--- src/rtl/cw_sequencer.sv ---
// ---------------------------------------------------------------------------
// cw_sequencer
//
// Purpose:
//   Micro-sequencer for a multi-cycle CPU. It latches an instruction into
//   the instruction register, presents the instruction and the current
//   micro-step to external decoders, and gates the control word coming back
//   from those decoders onto the datapath control outputs. It also stalls on
//   slow RAM accesses, counts retired instructions, and runs a watchdog that
//   halts the machine when one instruction runs too many micro-steps.
//
// Ports:
//   clock        in   single clock, all state changes on its rising edge
//   reset        in   synchronous active-high reset
//   instr[31:0]  in   instruction word from instruction memory
//   instr_valid  in   instr is valid this cycle
//   cw_in[32:0]  in   control word decoded from ir and state
//   ram_ready    in   RAM access completes this cycle
//   ir[31:0]     out  registered instruction for the decoders
//   state[1:0]   out  registered micro-step for the decoders
//   alu_en .. status_ld
//                out  control-word fields, gated by the sequencer
//   fetch        out  sequencer is waiting for an instruction
//   retired      out  number of completed instructions (wraps)
//   fault        out  sticky watchdog fault, cleared only by reset
// ---------------------------------------------------------------------------
module cw_sequencer (
    input  logic        clock,
    input  logic        reset,
    input  logic [31:0] instr,
    input  logic        instr_valid,
    input  logic [32:0] cw_in,
    input  logic        ram_ready,
    output logic [31:0] ir,
    output logic [1:0]  state,
    output logic        alu_en,
    output logic        alu_bs,
    output logic [4:0]  alu_fs,
    output logic        rf_b_en,
    output logic [4:0]  rf_sa,
    output logic [4:0]  rf_sb,
    output logic [4:0]  rf_da,
    output logic        rf_w,
    output logic        ram_en,
    output logic        ram_w,
    output logic        pc_en,
    output logic [1:0]  pc_fs,
    output logic        pc_is,
    output logic        status_ld,
    output logic        fetch,
    output logic [31:0] retired,
    output logic        fault
);

    typedef enum logic [1:0] {
        FSM_FETCH = 2'd0,
        FSM_EXEC  = 2'd1,
        FSM_HALT  = 2'd2
    } fsm_e;

    // Field view of the decoder control word, MSB first.
    typedef struct packed {
        logic       alu_en;
        logic       alu_bs;
        logic [4:0] alu_fs;
        logic       rf_b_en;
        logic [4:0] rf_sa;
        logic [4:0] rf_sb;
        logic [4:0] rf_da;
        logic       rf_w;
        logic       ram_en;
        logic       ram_w;
        logic       pc_en;
        logic [1:0] pc_fs;
        logic       pc_is;
        logic       status_ld;
        logic [1:0] next_state;
    } cw_t;

    // Watchdog limit: a non-retiring step taken with the counter already at
    // this value means the instruction has run too long.
    localparam logic [2:0] WDOG_LIMIT = 3'd7;

    cw_t         cw;
    cw_t         ctl;
    logic        stall;

    fsm_e        fsm_q,     fsm_d;
    logic [31:0] ir_q,      ir_d;
    logic [1:0]  step_q,    step_d;
    logic [2:0]  wdog_q,    wdog_d;
    logic [31:0] retired_q, retired_d;
    logic        fault_q,   fault_d;

    assign cw = cw_in;

    // Next-state and control gating. Outside EXEC every control output is
    // held at zero. A stall keeps the memory request visible but suppresses
    // the side effects that must happen exactly once (register write, PC
    // update, status load) until the RAM completes.
    always_comb begin
        fsm_d     = fsm_q;
        ir_d      = ir_q;
        step_d    = step_q;
        wdog_d    = wdog_q;
        retired_d = retired_q;
        fault_d   = fault_q;
        ctl       = '0;
        stall     = 1'b0;

        case (fsm_q)
            FSM_FETCH: begin
                if (instr_valid) begin
                    ir_d   = instr;
                    step_d = 2'd0;
                    fsm_d  = FSM_EXEC;
                end
            end

            FSM_EXEC: begin
                ctl            = cw;
                ctl.next_state = 2'd0;
                stall          = cw.ram_en & ~ram_ready;
                if (stall) begin
                    ctl.rf_w      = 1'b0;
                    ctl.pc_en     = 1'b0;
                    ctl.status_ld = 1'b0;
                end else if (cw.next_state == 2'd0) begin
                    retired_d = retired_q + 32'd1;
                    wdog_d    = 3'd0;
                    step_d    = 2'd0;
                    fsm_d     = FSM_FETCH;
                end else if (wdog_q == WDOG_LIMIT) begin
                    // Micro-step is frozen so the offending step stays visible.
                    fault_d = 1'b1;
                    fsm_d   = FSM_HALT;
                end else begin
                    step_d = cw.next_state;
                    wdog_d = wdog_q + 3'd1;
                end
            end

            FSM_HALT: begin
                fault_d = 1'b1;
            end

            default: begin
                fsm_d = FSM_FETCH;
            end
        endcase
    end

    // State register. Reset wins over any fetch, step or stall in the same
    // cycle.
    always_ff @(posedge clock) begin
        if (reset) begin
            fsm_q     <= FSM_FETCH;
            ir_q      <= 32'd0;
            step_q    <= 2'd0;
            wdog_q    <= 3'd0;
            retired_q <= 32'd0;
            fault_q   <= 1'b0;
        end else begin
            fsm_q     <= fsm_d;
            ir_q      <= ir_d;
            step_q    <= step_d;
            wdog_q    <= wdog_d;
            retired_q <= retired_d;
            fault_q   <= fault_d;
        end
    end

    assign ir        = ir_q;
    assign state     = step_q;
    assign fetch     = (fsm_q == FSM_FETCH);
    assign retired   = retired_q;
    assign fault     = fault_q;

    assign alu_en    = ctl.alu_en;
    assign alu_bs    = ctl.alu_bs;
    assign alu_fs    = ctl.alu_fs;
    assign rf_b_en   = ctl.rf_b_en;
    assign rf_sa     = ctl.rf_sa;
    assign rf_sb     = ctl.rf_sb;
    assign rf_da     = ctl.rf_da;
    assign rf_w      = ctl.rf_w;
    assign ram_en    = ctl.ram_en;
    assign ram_w     = ctl.ram_w;
    assign pc_en     = ctl.pc_en;
    assign pc_fs     = ctl.pc_fs;
    assign pc_is     = ctl.pc_is;
    assign status_ld = ctl.status_ld;

endmodule

--- config.mk ---
export PLATFORM = sky130hd
export DESIGN_NAME = cw_sequencer
export DESIGN_NICKNAME = d
export VERILOG_FILES = /design/src/rtl/cw_sequencer.sv
export SDC_FILE = /design/constraint.sdc
export NUM_CORES = 1
export LEC_CHECK = 0
export BUFFER_PORTS_ARGS = -buffer_cell sky130_fd_sc_hd__buf_2
export CORE_MARGIN = 5
export CORE_UTILIZATION = 31
export CTS_CLUSTER_SIZE = 20
export DETAILED_ROUTE_END_ITERATION = 10
export HOLD_SLACK_MARGIN = 0.05
export PLACE_DENSITY = 0.58
export SETUP_SLACK_MARGIN = 0.05
export SYNTH_ARGS = -nofsm -noshare
export SYNTH_HDL_FRONTEND = slang
export SYNTH_SLANG_ARGS = --single-unit
--- constraint.sdc ---
create_clock -name clock -period 1.82 [get_ports clock]
set_input_delay 0.273 -clock clock [delete_from_list [all_inputs] [get_ports clock]]
set_output_delay 0.273 -clock clock [all_outputs]
set_load 0.1 [all_outputs]
# After elaboration in Yosys (flattened, before gate mapping)
# Index checks and enable logic that the tools add are counted.
classes:
  n_addsub: 2
  n_eq_ne: 10
  mux: 20
  bitwise: 4
  n_reduce_logical: 10
ops:
  columns: ["cell", "n"]
  rows:
  - ["$mux 33", 1]
  - ["$add 32x1->32 const B", 1]
  - ["$mux 2", 8]
  - ["$reduce_and 4->1", 3]
  - ["$ne 2x2->1 const B", 5]
  - ["$mux 1", 6]
  - ["$mux 3", 2]
  - ["$ne 3x3->1 const B", 2]
  - ["$pmux 2 s3", 1]
  - ["$reduce_and 3->1", 2]
  - ["$logic_not 2->1", 2]
  - ["$pmux 2 s2", 1]
  - ["$reduce_bool 2->1", 2]
  - ["$add 3x1->3 const B", 1]
  - ["$eq 3x3->1 const B", 1]
  - ["$not 1->1", 3]
  - ["$eq 2x1->1 const B", 1]
  - ["$eq 2x2->1 const B", 1]
  - ["$pmux 1 s2", 1]
  - ["$reduce_and 2->1", 1]
  - ["$and 1x1->1", 1]
totals:
  ff_bits: 72
  inputBits: 69
  output_inout_bits: 99
  word_cells: 52

# Depth between registers and ports, before layout
logic_depth:
  depth_word: 5
  ltp_mapped: 6
  mapped_depth_nobuf: 6

# Least setup slack after synthesis
# No wires, ideal clock.
synth_path:
  kind: "reg-to-reg"
  startpoint: "register fsm_q[1]"
  endpoint: "register ir_q[0], in the netlist ir[0]"
  setup_ns: 0.132
  t_arrival_ns: 2.356
  required_time_ns: 1.688
  setup_slack_ns: -0.668
  stages_incl_launch_ff: 6
  n_path_buf: 1
  period_less_slack_ns: 2.488
  cell_sequence: "dfxtp_1 -> nor2_1 -> nand2_1 -> buf_1 -> nand2_1 -> a21oi_1"
synth_via:
  elab_chain_len: 2
synth_rtl:
  columns: ["item", "line", "text"]
  rows:
  - ["start, declared", "88", "fsm_e fsm_q, fsm_d;"]
  - ["start signal, assigned", "164", "fsm_q <= fsm_d;"]
  - ["$logic_not 2->1", null, null]
  - ["named net fetch", "50", "output logic fetch,"]
  - ["$reduce_and 2->1 (no line)", null, null]
  - ["end signal, assigned", "165", "ir_q <= ir_d;"]
  - ["end, declared", "89", "logic [31:0] ir_q, ir_d;"]
# The timed path passes the listed nets, and every way through them passes these cells.
# A chain may end at the register's enable or synchronous reset.

# Final worst setup path
layout_path:
  startpoint: "register fsm_q[1]"
  endpoint: "output port status_ld"
layout_via:
  elab_chain_len: 2
layout_rtl:
  columns: ["item", "line", "text"]
  rows:
  - ["$eq 2x1->1", "111", "case (fsm_q)"]
  - ["$mux 33", "111", null]
  - ["end, declared", "49", "output logic status_ld,"]
# No other way between the ends.

==> results.yml <==
layout:
  nFillCells: 1040
  regArea_sq_um: 1550
  multi_input_area_sq_um: 1920
  drive_gt1_share_pct: 50.7
  n_antenna_cell: 0
  area_growth_pct: 62.1
  final_util_pct: 50.7
  finalNetCount: 659
  stdcell_count: 732
status:
  status: "completed"
detailed_routing:
  wl_per_cell_um: 14.3
  postRouteAntennaNets: 0
  drc: 0
  drt_iter0_markers: 205
  firstDrtPassIters: 6
  vias: 3531
  drt_wl_total_mm: 10.4
  routed_via_density: 4.82
timing:
  fin_crit_ps: 1770
  finalSetupViolations: 0
  finalMaxSlewViolations: 0
  fin_crit_sh_pct: 97.1
  rsz0062_at_grt: "yes"
  worstMarginPinSlew_ps: 517
  hold_viol: 0
  max_freq_mhz: 566
  maxSlewHeadroom_pct: 65.8
  finClkSkew_ps: 7.99
cts:
  numCtsBuffers: 9
  clock-root-buffer: "clkbuf_8"
  htreeDepth: 3
  cts_sinks: 72
  cts_hold_buf: 0
  clk_path_buf_depth: 2
  path_clk_slew_ps: 80
  cts_tree: "built"
  clkLatencyLatePin_ps: 340
placed_design:
  dp_hpwl_mm: 7.95
  gp_congestion: 0.731
  placed_cells: 713
  io_buffers: 167
job:
  max-cap-violations: 0
synthesis:
  synth_edf_count: 0
  ys_ff_latch: 72
  synthesis.area_sq_um: 3350
  synth_area_leaders: "dfxtp_1 43%, nand2_1 8.6%, a21oi_1 8.1%"
  avgSynthCellArea_sq_um: 8.13
  synth_top_cell_by_area: "dfxtp_1"
  syn_nets: 484
  seq_area_frac_synth_pct: 43.0
  synth-async-reset-ratio_pct: 0
  syn_inst: 412
  synth_warnings: 0
  ys.flop_type: "dfxtp_1"
  synth_top_area_share_pct: 43.0
  ys_types: 40
die:
  die-width_um: 114
  initial_core_util_pct: 31.3
  rows: 38
  num_io_pins: 168
  die_h_um: 114
  die_area_sq_um: 13000
  core_area_sq_um: 10700
power_and_ir_drop:
  p_seq_share_pct: 37.2
  p_leak_nw: 2.34
  peakVddDrop_uv: 491
  p_sw_w: 0.00145
  p_per_area_nw_per_um2: 796
  share_comb_of_total_power_pct: 27.3
  p_sw_share_pct: 33.6
  clkPwrFrac_pct: 35.4
  p_int_w: 0.00287
worst_setup_path:
  crit_type: "reg -> out"
  cp-startpoint: "fsm_q[1]"
  arrival_ps: 1490
  required_ps: 1550
  start_kind: "flip-flop"
  crit_path_end_kind: "output port"
  r2r_start: "retired[11]"
  cp_max_fo: 20
worst_hold_path:
  hp-class: "in -> reg"
  min_from: "instr[13]"
global_route:
  grt_pass1_wl_mm: 16.6
  grt_antenna_before_repair: 0
  gr-total-overflow: 0
  grt_use_total_pct: 15.7
  grt_pass1_vias: 3377
  grt_max_degree: 33
## sequential cells by signal, summed over array words and instances, names as in the netlist
signal   cells
state        2
fsm_q        2
wdog_q       3
retired     32
fault        1
ir          32
## worst paths after layout
kind | to | slack (ps) | depth (start not counted)
min reg2reg | fault | 450 | 2
max | status_ld | 50 | 4
min | ir[13] | 170 | 3
max reg2reg | retired[30] | 70 | 4
## critical path: stages (launching register included)
cell and delay (ps):
dfxtp_1 310, and2b_4 320, buf_12 160, and3_4 200, buf_12 170
## cell usage in the layout, fill, tap and decap left out, drive strengths merged, types with 2 or more instances in the layout
cell type and instances:
bufinv 3, or3 11, a21oi 54, xor2 3, a32oi 2, nor2b 10
ha 3, o2111ai 2, nor3 2, o31ai 7, nand2 77, nor2 20
dfxtp 72, nand4 9, o21ai 14, inv 5, nor4 10, and4 4
nand3 13, clkbuf 10, buf 192, and2 33, and3 6, or4 7
mux2 10, clkinv 2
## power by group through the flow
| stage | clock network (W) | registers [W] | logic (W) |
|---|---|---|---|
| after CTS | 0.00158 | 0.00161 | 0.00119 |
| after detailed placement | 0 | 0.00164 | 0.00117 |
| after floorplan | 0 | 0.00196 | 0.000488 |
| after global placement | 0 | 0.00164 | 0.00115 |
| final | 0.00153 | 0.00161 | 0.00118 |
| after global routing | 0.00167 | 0.00161 | 0.00123 |
## area by class of cell
class	instances	share of cell area, %
well taps	140	3.23
flip-flops and latches	72	28.5
multi-input cells	307	35.4
repair buffers	192	28.0
inverters	5	0.346
clock buffers	10	2.54
clock inverters	6	1.96
## routing by layer
layer	up-vias	global-route usage, %	routed length (um)
met5	-	0	0
met4	0	3.09	102
met3	12	5.04	524
met2	78	27.6	5420
met1	1656	18.8	4380
li1	1785	-	-
## through the flow
step           cell area, sq um  setup WS, ps  TNS, ps  total power [W]  hold WS [ps]
2_1_floorplan              3580         -43.4     -939          0.00245           409
3_3_place_gp               5090         -4.67    -4.67          0.00280           433
3_5_place_dp               5090         -42.9    -93.5          0.00281           438
4_1_cts                    5390          14.6        0          0.00438           142
5_1_grt                    5430         -22.5     -229          0.00451           140
6_report                   5430          53.6        0          0.00432           168
## cells by family (layout without fill, tap and decap cells)
group | Yosys count | in the layout | synth area share, %
simple gates | 207 | 207 | 33.2
compound gates | 82 | 82 | 13.4
flops | 72 | 72 | 43.0
buf+inv | 33 | 213 | 4.48
mux | 11 | 11 | 3.66
xor+xnor | 4 | 4 | 1.05
fa+ha+maj | 3 | 3 | 1.12
## synthesized netlist by cell type (all sizes together) (2+ instances only)
| master | number |
|---|---|
| buf | 7 |
| o21ai | 14 |
| o31ai | 7 |
| or4 | 7 |
| o2111ai | 2 |
| dfxtp | 72 |
| a32oi | 2 |
| clkbuf | 21 |
| nor2 | 20 |
| or3 | 11 |
| ha | 3 |
| and4 | 4 |
| nand2 | 77 |
| nor4 | 10 |
| nor3 | 2 |
| xor2 | 3 |
| and3 | 6 |
| nor2b | 10 |
| mux2 | 10 |
| and2 | 33 |
| nand3 | 13 |
| inv | 5 |
| nand4 | 9 |
| a21oi | 54 |
## repair_timing
action,CTS,global route
gates resized for setup,9,6
setup endpoints to repair,33,45
hold endpoints to repair,0,0
setup buffers,1,1
cloned,1,0
pin swaps,1,5
Power figures use the tool's default switching activity.
